--- src/rtl/sc_level_controller_if.sv ---
// Control/status bundle between the level controller and the Frogger playfield datapath.
// No valid/ready here: inputs are level-sampled every clock, outputs are Moore values that change only on clock edges.
interface sc_level_controller_if;
    logic        SC_LEVELCONTROLLER_start_InLow;
    logic        SC_LEVELCONTROLLER_arrived_InHigh;
    logic        SC_LEVELCONTROLLER_collision_InHigh;
    logic        SC_LEVELCONTROLLER_clear_OutLow;
    logic        SC_LEVELCONTROLLER_play_OutHigh;
    logic [2:0]  SC_LEVELCONTROLLER_level;
    logic [1:0]  SC_LEVELCONTROLLER_lives;
    logic [25:0] SC_LEVELCONTROLLER_speed;
    logic        SC_LEVELCONTROLLER_gameover_OutHigh;
    logic        SC_LEVELCONTROLLER_victory_OutHigh;
    logic [2:0]  SC_LEVELCONTROLLER_state;

    // controller side
    modport master (
        input  SC_LEVELCONTROLLER_start_InLow, SC_LEVELCONTROLLER_arrived_InHigh,
               SC_LEVELCONTROLLER_collision_InHigh,
        output SC_LEVELCONTROLLER_clear_OutLow, SC_LEVELCONTROLLER_play_OutHigh,
               SC_LEVELCONTROLLER_level, SC_LEVELCONTROLLER_lives, SC_LEVELCONTROLLER_speed,
               SC_LEVELCONTROLLER_gameover_OutHigh, SC_LEVELCONTROLLER_victory_OutHigh,
               SC_LEVELCONTROLLER_state
    );

    // pushbutton / playfield side
    modport slave (
        output SC_LEVELCONTROLLER_start_InLow, SC_LEVELCONTROLLER_arrived_InHigh,
               SC_LEVELCONTROLLER_collision_InHigh,
        input  SC_LEVELCONTROLLER_clear_OutLow, SC_LEVELCONTROLLER_play_OutHigh,
               SC_LEVELCONTROLLER_level, SC_LEVELCONTROLLER_lives, SC_LEVELCONTROLLER_speed,
               SC_LEVELCONTROLLER_gameover_OutHigh, SC_LEVELCONTROLLER_victory_OutHigh,
               SC_LEVELCONTROLLER_state
    );
endinterface

--- src/rtl/sc_level_controller.sv ---
// Frogger game-flow FSM: start/load/play/hold/end phases, level and lives counters, lane speed.
// Optional macro SC_LEVELCONTROLLER_BONUS_LIFE_EN grants +1 life (saturating at 3) on each level-up.
module sc_level_controller #(
    parameter int          MAX_LEVEL   = 4,
    parameter int          LIVES_INIT  = 3,
    parameter int          HOLD_CYCLES = 50000000,
    parameter logic [25:0] SPEED_BASE  = 26'd25000000,
    parameter logic [25:0] SPEED_STEP  = 26'd5000000
) (
    input logic                   SC_LEVELCONTROLLER_CLOCK_50,
    input logic                   SC_LEVELCONTROLLER_RESET_InLow,
    sc_level_controller_if.master bus
);
    typedef enum logic [2:0] {
        ST_RESET      = 3'd0,
        ST_IDLE       = 3'd1,
        ST_LOAD       = 3'd2,
        ST_PLAY       = 3'd3,
        ST_WIN_HOLD   = 3'd4,
        ST_DEATH_HOLD = 3'd5,
        ST_GAME_OVER  = 3'd6,
        ST_VICTORY    = 3'd7
    } state_t;

    localparam int               TIMER_W     = (HOLD_CYCLES > 1) ? $clog2(HOLD_CYCLES) : 1;
    localparam logic [TIMER_W-1:0] TIMER_LAST = TIMER_W'(HOLD_CYCLES - 1);
    localparam logic [2:0]       LEVEL_MAX   = 3'(MAX_LEVEL);
    localparam logic [1:0]       LIVES_START = 2'(LIVES_INIT);

    state_t               state_q, state_d;
    logic [2:0]           level_q, level_d;
    logic [1:0]           lives_q, lives_d;
    logic [TIMER_W-1:0]   timer_q, timer_d;
    logic                 start_prev_q;
    logic                 start_edge;

    // One event per press: previous sample high, current sample low.
    assign start_edge = start_prev_q & ~bus.SC_LEVELCONTROLLER_start_InLow;

    always_ff @(posedge SC_LEVELCONTROLLER_CLOCK_50) begin
        if (!SC_LEVELCONTROLLER_RESET_InLow) begin
            state_q      <= ST_RESET;
            level_q      <= 3'd1;
            lives_q      <= LIVES_START;
            timer_q      <= '0;
            start_prev_q <= 1'b1;
        end else begin
            state_q      <= state_d;
            level_q      <= level_d;
            lives_q      <= lives_d;
            timer_q      <= timer_d;
            start_prev_q <= bus.SC_LEVELCONTROLLER_start_InLow;
        end
    end

    always_comb begin
        state_d = state_q;
        level_d = level_q;
        lives_d = lives_q;
        timer_d = '0;
        case (state_q)
            ST_RESET: state_d = ST_IDLE;
            ST_IDLE:  if (start_edge) state_d = ST_LOAD;
            ST_LOAD:  state_d = ST_PLAY;
            ST_PLAY: begin
                // Collision wins over a simultaneous arrival.
                if (bus.SC_LEVELCONTROLLER_collision_InHigh) begin
                    if (lives_q <= 2'd1) begin
                        lives_d = 2'd0;
                        state_d = ST_GAME_OVER;
                    end else begin
                        lives_d = lives_q - 2'd1;
                        state_d = ST_DEATH_HOLD;
                    end
                end else if (bus.SC_LEVELCONTROLLER_arrived_InHigh) begin
                    if (level_q >= LEVEL_MAX) begin
                        state_d = ST_VICTORY;
                    end else begin
                        level_d = level_q + 3'd1;
                        state_d = ST_WIN_HOLD;
`ifdef SC_LEVELCONTROLLER_BONUS_LIFE_EN
                        if (lives_q != 2'd3) lives_d = lives_q + 2'd1;
`endif
                    end
                end
            end
            ST_WIN_HOLD, ST_DEATH_HOLD: begin
                if (timer_q == TIMER_LAST) state_d = ST_LOAD;
                else                       timer_d = timer_q + 1'b1;
            end
            ST_GAME_OVER, ST_VICTORY: begin
                if (start_edge) begin
                    level_d = 3'd1;
                    lives_d = LIVES_START;
                    state_d = ST_LOAD;
                end
            end
            default: state_d = ST_RESET;
        endcase
    end

    assign bus.SC_LEVELCONTROLLER_clear_OutLow     = !(state_q == ST_RESET || state_q == ST_LOAD);
    assign bus.SC_LEVELCONTROLLER_play_OutHigh     = (state_q == ST_PLAY);
    assign bus.SC_LEVELCONTROLLER_gameover_OutHigh = (state_q == ST_GAME_OVER);
    assign bus.SC_LEVELCONTROLLER_victory_OutHigh  = (state_q == ST_VICTORY);
    assign bus.SC_LEVELCONTROLLER_level            = level_q;
    assign bus.SC_LEVELCONTROLLER_lives            = lives_q;
    assign bus.SC_LEVELCONTROLLER_state            = state_q;
    assign bus.SC_LEVELCONTROLLER_speed = SPEED_BASE - ((26'(level_q) - 26'd1) * SPEED_STEP);
endmodule
--- src/flat_wrapper.sv ---
// flat-port wrapper written by rule: the top's interface ports become plain ports
module sc_level_controller_flat 
#(
    parameter int          MAX_LEVEL   = 4,
    parameter int          LIVES_INIT  = 3,
    parameter int          HOLD_CYCLES = 50000000,
    parameter logic [25:0] SPEED_BASE  = 26'd25000000,
    parameter logic [25:0] SPEED_STEP  = 26'd5000000
)
  (SC_LEVELCONTROLLER_CLOCK_50, SC_LEVELCONTROLLER_RESET_InLow, bus_SC_LEVELCONTROLLER_start_InLow, bus_SC_LEVELCONTROLLER_arrived_InHigh, bus_SC_LEVELCONTROLLER_collision_InHigh, bus_SC_LEVELCONTROLLER_clear_OutLow, bus_SC_LEVELCONTROLLER_play_OutHigh, bus_SC_LEVELCONTROLLER_level, bus_SC_LEVELCONTROLLER_lives, bus_SC_LEVELCONTROLLER_speed, bus_SC_LEVELCONTROLLER_gameover_OutHigh, bus_SC_LEVELCONTROLLER_victory_OutHigh, bus_SC_LEVELCONTROLLER_state);
  sc_level_controller_if bus_i ();
  input logic SC_LEVELCONTROLLER_CLOCK_50;
  input logic SC_LEVELCONTROLLER_RESET_InLow;
  input wire logic [$bits(bus_i.SC_LEVELCONTROLLER_start_InLow)-1:0] bus_SC_LEVELCONTROLLER_start_InLow;
  input wire logic [$bits(bus_i.SC_LEVELCONTROLLER_arrived_InHigh)-1:0] bus_SC_LEVELCONTROLLER_arrived_InHigh;
  input wire logic [$bits(bus_i.SC_LEVELCONTROLLER_collision_InHigh)-1:0] bus_SC_LEVELCONTROLLER_collision_InHigh;
  output wire logic [$bits(bus_i.SC_LEVELCONTROLLER_clear_OutLow)-1:0] bus_SC_LEVELCONTROLLER_clear_OutLow;
  output wire logic [$bits(bus_i.SC_LEVELCONTROLLER_play_OutHigh)-1:0] bus_SC_LEVELCONTROLLER_play_OutHigh;
  output wire logic [$bits(bus_i.SC_LEVELCONTROLLER_level)-1:0] bus_SC_LEVELCONTROLLER_level;
  output wire logic [$bits(bus_i.SC_LEVELCONTROLLER_lives)-1:0] bus_SC_LEVELCONTROLLER_lives;
  output wire logic [$bits(bus_i.SC_LEVELCONTROLLER_speed)-1:0] bus_SC_LEVELCONTROLLER_speed;
  output wire logic [$bits(bus_i.SC_LEVELCONTROLLER_gameover_OutHigh)-1:0] bus_SC_LEVELCONTROLLER_gameover_OutHigh;
  output wire logic [$bits(bus_i.SC_LEVELCONTROLLER_victory_OutHigh)-1:0] bus_SC_LEVELCONTROLLER_victory_OutHigh;
  output wire logic [$bits(bus_i.SC_LEVELCONTROLLER_state)-1:0] bus_SC_LEVELCONTROLLER_state;
  assign bus_i.SC_LEVELCONTROLLER_start_InLow = bus_SC_LEVELCONTROLLER_start_InLow;
  assign bus_i.SC_LEVELCONTROLLER_arrived_InHigh = bus_SC_LEVELCONTROLLER_arrived_InHigh;
  assign bus_i.SC_LEVELCONTROLLER_collision_InHigh = bus_SC_LEVELCONTROLLER_collision_InHigh;
  assign bus_SC_LEVELCONTROLLER_clear_OutLow = bus_i.SC_LEVELCONTROLLER_clear_OutLow;
  assign bus_SC_LEVELCONTROLLER_play_OutHigh = bus_i.SC_LEVELCONTROLLER_play_OutHigh;
  assign bus_SC_LEVELCONTROLLER_level = bus_i.SC_LEVELCONTROLLER_level;
  assign bus_SC_LEVELCONTROLLER_lives = bus_i.SC_LEVELCONTROLLER_lives;
  assign bus_SC_LEVELCONTROLLER_speed = bus_i.SC_LEVELCONTROLLER_speed;
  assign bus_SC_LEVELCONTROLLER_gameover_OutHigh = bus_i.SC_LEVELCONTROLLER_gameover_OutHigh;
  assign bus_SC_LEVELCONTROLLER_victory_OutHigh = bus_i.SC_LEVELCONTROLLER_victory_OutHigh;
  assign bus_SC_LEVELCONTROLLER_state = bus_i.SC_LEVELCONTROLLER_state;
  sc_level_controller #(.MAX_LEVEL(MAX_LEVEL), .LIVES_INIT(LIVES_INIT), .HOLD_CYCLES(HOLD_CYCLES), .SPEED_BASE(SPEED_BASE), .SPEED_STEP(SPEED_STEP)) u_core (.SC_LEVELCONTROLLER_CLOCK_50(SC_LEVELCONTROLLER_CLOCK_50), .SC_LEVELCONTROLLER_RESET_InLow(SC_LEVELCONTROLLER_RESET_InLow), .bus(bus_i));
endmodule
--- config.mk ---
export PLATFORM = sky130hd
export DESIGN_NAME = sc_level_controller_flat
export DESIGN_NICKNAME = d
export VERILOG_FILES = /design/src/rtl/sc_level_controller_if.sv /design/src/rtl/sc_level_controller.sv /design/src/flat_wrapper.sv
export SDC_FILE = /design/constraint.sdc
export NUM_CORES = 1
export LEC_CHECK = 0
export CORE_MARGIN = 4
export CORE_UTILIZATION = 45
export CTS_CLUSTER_SIZE = 12
export DETAILED_ROUTE_END_ITERATION = 7
export PLACE_DENSITY = 0.7
export SYNTH_ARGS = -nofsm -noshare
export SYNTH_HDL_FRONTEND = slang
export SYNTH_SLANG_ARGS = --single-unit
--- constraint.sdc ---
create_clock -name SC_LEVELCONTROLLER_CLOCK_50 -period 8.6 [get_ports SC_LEVELCONTROLLER_CLOCK_50]
set_input_delay 1.72 -clock SC_LEVELCONTROLLER_CLOCK_50 [delete_from_list [all_inputs] [get_ports SC_LEVELCONTROLLER_CLOCK_50]]
set_output_delay 1.72 -clock SC_LEVELCONTROLLER_CLOCK_50 [all_outputs]
set_load 0.02 [all_outputs]
---- Word level (Yosys, flattened, before mapping) ----
Index checks and enable logic that the tools add are counted.
cells by class
  shift-type cells ........................ 0
  bitwise logic cells ..................... 4
  order comparisons ....................... 2
  mux-type cells .......................... 16
  reduce and logical (&&, ||, !) cells .... 11
  eq/ne operators ......................... 16
  divide/modulo/power cells ............... 0
  add/subtract/negate cells ............... 5
  multiply operators ...................... 1
operators by type and width
  operator                                                  number
  adder 26 x 1 -> 26 bit, second input constant             1
  equality test 26 bit, second input constant               1
  multiplier 26 x 17 -> 20 bit, second input constant       1
  subtractor 25 x 26 -> 26 bit, first input constant        1
  two-way mux 3 bit                                         8
  case mux 3 bit (5 select lines)                           1
  equality test 3 bit, second input constant                4
  two-way mux 2 bit                                         5
  != test 2 bit, second input constant                      4
  equality test 3 x 2 -> 1 bit, second input constant       2
  != test 2 x 1 -> 1 bit, second input constant             3
  case mux 3 bit (2 select lines)                           1
  AND reduction 3 bit                                       2
  OR reduction 3 bit                                        2
  AND reduction 5 bit                                       1
  case mux 2 bit (2 select lines)                           1
  OR reduction 2 bit                                        2
  subtractor 3 x 1 -> 4 bit, second input constant          1
  adder 3 x 1 -> 3 bit, second input constant               1
  equality test 3 x 1 -> 1 bit, second input constant       1
  greater-or-equal comparator 3 bit, second input constant  1
  zero test 3 bit                                           1
  != test 3 bit, second input constant                      1
  inverter 1 bit                                            3
  other kinds (6)                                           6
storage, ports and cells
  memory bits (writable) .................. 0
  memories ................................ 0
  word-level logic and storage cells ...... 60
  bits in read-only memories .............. 0
  bits in latches ......................... 0
  register bits ........................... 35
  output and inout port bits .............. 38
  input bits .............................. 5

---- Logic depth before layout (Yosys ltp) ----
Gate-level depths: netlist (run 1).
  word-level depth ........................ 5
  mapped depth ............................ 20
  depth with buffers taken out ............ 20

---- Worst setup path after synthesis (run 1) ----
Ideal clock, no wire load.
  path kind ............................... flip-flop to output port
  start point ............................. reg u_core.level_q[0] (netlist: u_core.bus.SC_LEVELCONTROLLER_level[0])
  end point ............................... out bus_SC_LEVELCONTROLLER_speed[24]
  buffers on the path ..................... 0
  cell stages (with the launch flop) ...... 21
  data arrival time ....................... 5.165 ns
  required time ........................... 6.880 ns
  path slack .............................. 1.715 ns
  cells stage by stage .................... dfxtp_1 > inv_1 > ha_1 > xor2_1 > ha_1 > ha_1 > ha_1 > ha_1 > ha_1 > inv_1 > fa_1 > inv_1 > ha_1 > o21ai_1 > or4b_1 > nand4_2 > a21oi_1 > or2_1 > a21boi_2 > a31oi_1 > xnor2_1
on the way
  cells in the longest elaborated chain, start to end .. 3
ends and longest elaborated chain
  item                          line                        text
  start: declaration            sc_level_controller.sv:31   logic [2:0] level_q, level_d;
  start signal: assignment      sc_level_controller.sv:49   level_q <= level_d;
  subtractor 3 x 1 -> 4 bit     sc_level_controller.sv:109  assign bus.SC_LEVELCONTROLLER_speed = SPEED_BASE - ((26'(level_q) - 26'd1) * SPEED_STEP);
  multiplier 26 x 17 -> 20 bit  sc_level_controller.sv:109
  subtractor 25 x 26 -> 26 bit  sc_level_controller.sv:109
  end: declaration              flat_wrapper.sv:21          output wire logic [$bits(bus_i.SC_LEVELCONTROLLER_speed)-1:0] bus_SC_LEVELCONTROLLER_speed;
Every way passes these cells.

---- Worst setup path after layout (run 1) ----
  start point ............................. reg u_core.level_q[0] (netlist: u_core.bus.SC_LEVELCONTROLLER_level[0])
  end point ............................... out bus_SC_LEVELCONTROLLER_speed[25]
Same word-level chain as after synthesis.

==> results of run 1 <==
where the power goes:
part,internal [W],switching [W],leakage (nW)
sequential,0.000171,0.0000154,0.283
combinational,0.000266,0.000324,1.56
clock,0.0000566,0.0000595,0.0412
total,0.000493,0.000399,1.88
layer usage:
metal  vias to the layer above  wire (um)  track usage [%]
li1                       1506          -                -
met1                      1375       3720             21.8
met2                        61       3240             24.7
met3                         9        271             2.64
met4                         0         72             3.41
met5                         -          0                0
worst max-delay path: cells and delay by family, from the launching register on:
family                     cells  cell delay, ns
AOI/OAI and AO/OA              4            0.71
and+or+nand+nor                3            0.82
adders and majority gates      8            2.41
xor gates and xnor gates       2            0.59
buffers and inverters          4            0.90
DFF                            1            0.46
state kept, by name (all words and copies together) (netlist names):
name	count
u_core.bus.SC_LEVELCONTROLLER_state	3
u_core.bus.SC_LEVELCONTROLLER_level	3
u_core.bus.SC_LEVELCONTROLLER_lives	2
u_core.timer_q	26
u_core.start_prev_q	1
per-stage QoR:
| stage | hold WS, ns | total power [W] | cells | util [%] |
|---|---|---|---|---|
| after CTS | 0.473 | 0.000900 | 566 | 53.1 |
| after global placement | 0.441 | 0.000777 | 558 | 52.0 |
| final | 0.464 | 0.000893 | 566 | 53.1 |
| after floorplan | 0.426 | 0.000585 | 432 | - |
| after detailed placement | 0.456 | 0.000780 | 558 | 52.0 |
| after global routing | 0.508 | 0.000960 | 566 | 53.1 |
layout make-up:
cell class	count	area (um2)
clock buffer	6	72.6
clock inverter	2	12.5
fill	720	3660
inverter	48	180
multi-input combinational	337	2690
sequential	35	701
tap	102	128
timing repair buffer	36	360
kinds of logic (layout without fill, tap and decap cells):
group	after synthesis	count (layout)	synth area share, %
and+or+nand+nor	139	139	19.8
muxes	3	3	0.860
DFF	35	35	19.3
adders and majority gates	67	67	25.9
AOI/OAI and AO/OA	64	64	13.0
xor gates and xnor gates	58	58	14.0
buffers and inverters	60	92	7.19
other	1	6	0.103
layout by cell type (no fill, tap or decap), types with 2 or more instances in the layout:
cell type	count
and3_1	8
a31oi_1	4
nand4b_1	3
fa_1	14
nor3b_1	2
nand3_1	15
xor2_1	27
mux2i_1	2
nand4_2	2
nor3_1	6
nand4_1	4
o21ai_0	9
o211ai_1	2
dfxtp_1	35
a21o_1	2
or2_2	2
ha_1	52
a211oi_1	2
xnor2_1	31
a2111oi_2	2
or3_1	6
conb_1	6
nand2b_1	8
clkdlybuf4s50_1	36
o21ai_1	3
clkbuf_8	5
nand2_1	26
o21a_1	2
a21oi_2	2
inv_1	47
a21oi_1	16
a21o_2	3
nor2_1	46
worst min-delay path by stage:
stage	start	endpoint	slack, ns	cells past startpoint
after floorplan	u_core.timer_q[0]	u_core.timer_q[0]	0.43	1
after global placement	u_core.timer_q[0]	u_core.timer_q[0]	0.44	1
after detailed placement	u_core.timer_q[0]	u_core.timer_q[0]	0.46	1
after CTS	u_core.timer_q[0]	u_core.timer_q[0]	0.47	1
after global routing	u_core.timer_q[0]	u_core.timer_q[0]	0.51	1
final	u_core.timer_q[0]	u_core.timer_q[0]	0.46	1
==> results.md, run 1 <==
* Min Tclk post-route at 7.90 ns
* Die height at 97.9 um
* Worst-path clk slew at 0.07 ns
* Total Wirelength at approximately 7300 um
* CP Launch Point: u_core.bus.SC_LEVELCONTROLLER_level[0]
* Dpl cell area at between 4000 and 5000 um2
* Crit path top cell by count: ha_1
* FF-to-FF setup slack at 6.13 ns
* Dpl ws at 1.01 ns
* Final setup vio count at 0
* Synth unique cells at 66
* Max stage delay cell, worst path: clkdlybuf4s50_1
* TritonCTS clock tree: yes
* Crit Path Class: reg2out
* Peak per-stage delay on the critical path at 0.61 ns
* Sequential fraction of the synthesis area at between 15 and 20%
* Grt ovf at 0
* Die boundary width at ~98 um
* Total number of vias at 2951
* Largest net degree at the start of global routing at 27
* Endpoints failing hold at 0
* First-pass GRT wire length at 12700 um
* CP arrival at 6.18 ns
* Final period util at 91.9%
* Reg2reg end: u_core.timer_q[25]
* Max Clk Rate at 0.127 GHz
* Post-CTS Setup Repair Bufs at 0
* # nets final at 534
* Initial antenna violation count at 0
* Status: finished, final reports clean
* Clock Path Buffers at 2
* Post-synth top cells: ha_1 (52), inv_1 (47), nor2_1 (46)
* Final Max Tran Viols at 0
* Prevailing post-synth register cell: dfxtp_1
* Leading area contributor after synthesis: dfxtp_1
* Setup slack after layout at ~0.7 ns
* Vias in the first global route at 2780
* Clock latency at the later pin of the worst-skew pair at 0.28 ns
* Vias per cell at approximately 5.2
* RSZ-0062 raised after global routing: no
* R2R Path Start: u_core.timer_q[16]
* Initial Util at 46.6%
* Critical path, cell by cell: inv_1 -> ha_1 -> xor2_1 -> ha_1 -> ha_1 -> ha_1 -> ha_1 -> ha_1 -> inv_1 -> fa_1 -> inv_1 -> ha_1 -> o21ai_1 -> or4b_1 -> nand4_2 -> a31oi_1 -> o21ai_0 -> nand4_2 -> a21oi_2 -> xnor2_1 -> clkdlybuf4s50_1
* Design area at 4150 um2
* Die area at 9590 um2
* Synth async-reset ratio at 0%
* Routability-driven placement congestion ratio at between 0.8 and 0.9
* Post_cts resized at 0
* YS warnings at 0
* Yosys reg bits at 35
* P per Cell Area at between 200 and 250 nW/um2
* Drt first pass iters at 4
* P&R area growth vs syn at 14.0%
* Row count at 32
* Max cap viols at 0
* CTS root buffer: clkbuf_8
* CTS Hold Bufs at 0
* EDFF count, synth at 0
* Syn_area_per_cell at 8.52 um2
* Startpoint Class: flip-flop
* Share of cells above drive strength 1 at 6.25%
* H-tree depth at 2
* Synthesized area at 3640 um2
* Worst-case vdd ir drop at about 0.00014 V
* Num CTS Buffers at 5
* DRC errors left at 0
* Boundary Pins at 43
* Top area cells in the synthesized netlist: dfxtp_1 (19%), ha_1 (18%), fa_1 (7.7%)
* Most frequent cell after synthesis: ha_1
* Crit path capture: bus_SC_LEVELCONTROLLER_speed[25]
* Drt first-iter violations at 131
* Worst Reg-to-Reg Cells at 5
* Setup crit end kind: primary output
* Buffers on Ports at 36
* Max Clock Skew at approximately 0.012 ns
* Wirelength per Cell at 12.9 um
* Cells after synthesis at ~430
* Tightest Pin Transition at 1.04 ns
* CP Max Fanout at 7
* Type of the worst min-delay path: reg2reg
* DPL Wire Length at 5890 um
* Total track usage at 15.4%
* Core ar. at 7810 um2
* Clock Sinks at 35
* Critical Path RT at between 6 and 7 ns
* N_diodes at 0
* Max_slew headroom at 30.1%
* Yosys top cell area share at 19.3%
* Antenna-violating nets left at 0
* Setup TNS at 0 ns
* P_leak at 1.88 nW
Note: power is estimated with default switching activity, not from simulation.
==> inputs of run 2 (changes only) <==
SLEW_MARGIN = 20   (was not set)
==> results of run 2 <==
The final DEF is identical to that of run 1; final timing and power are the same.
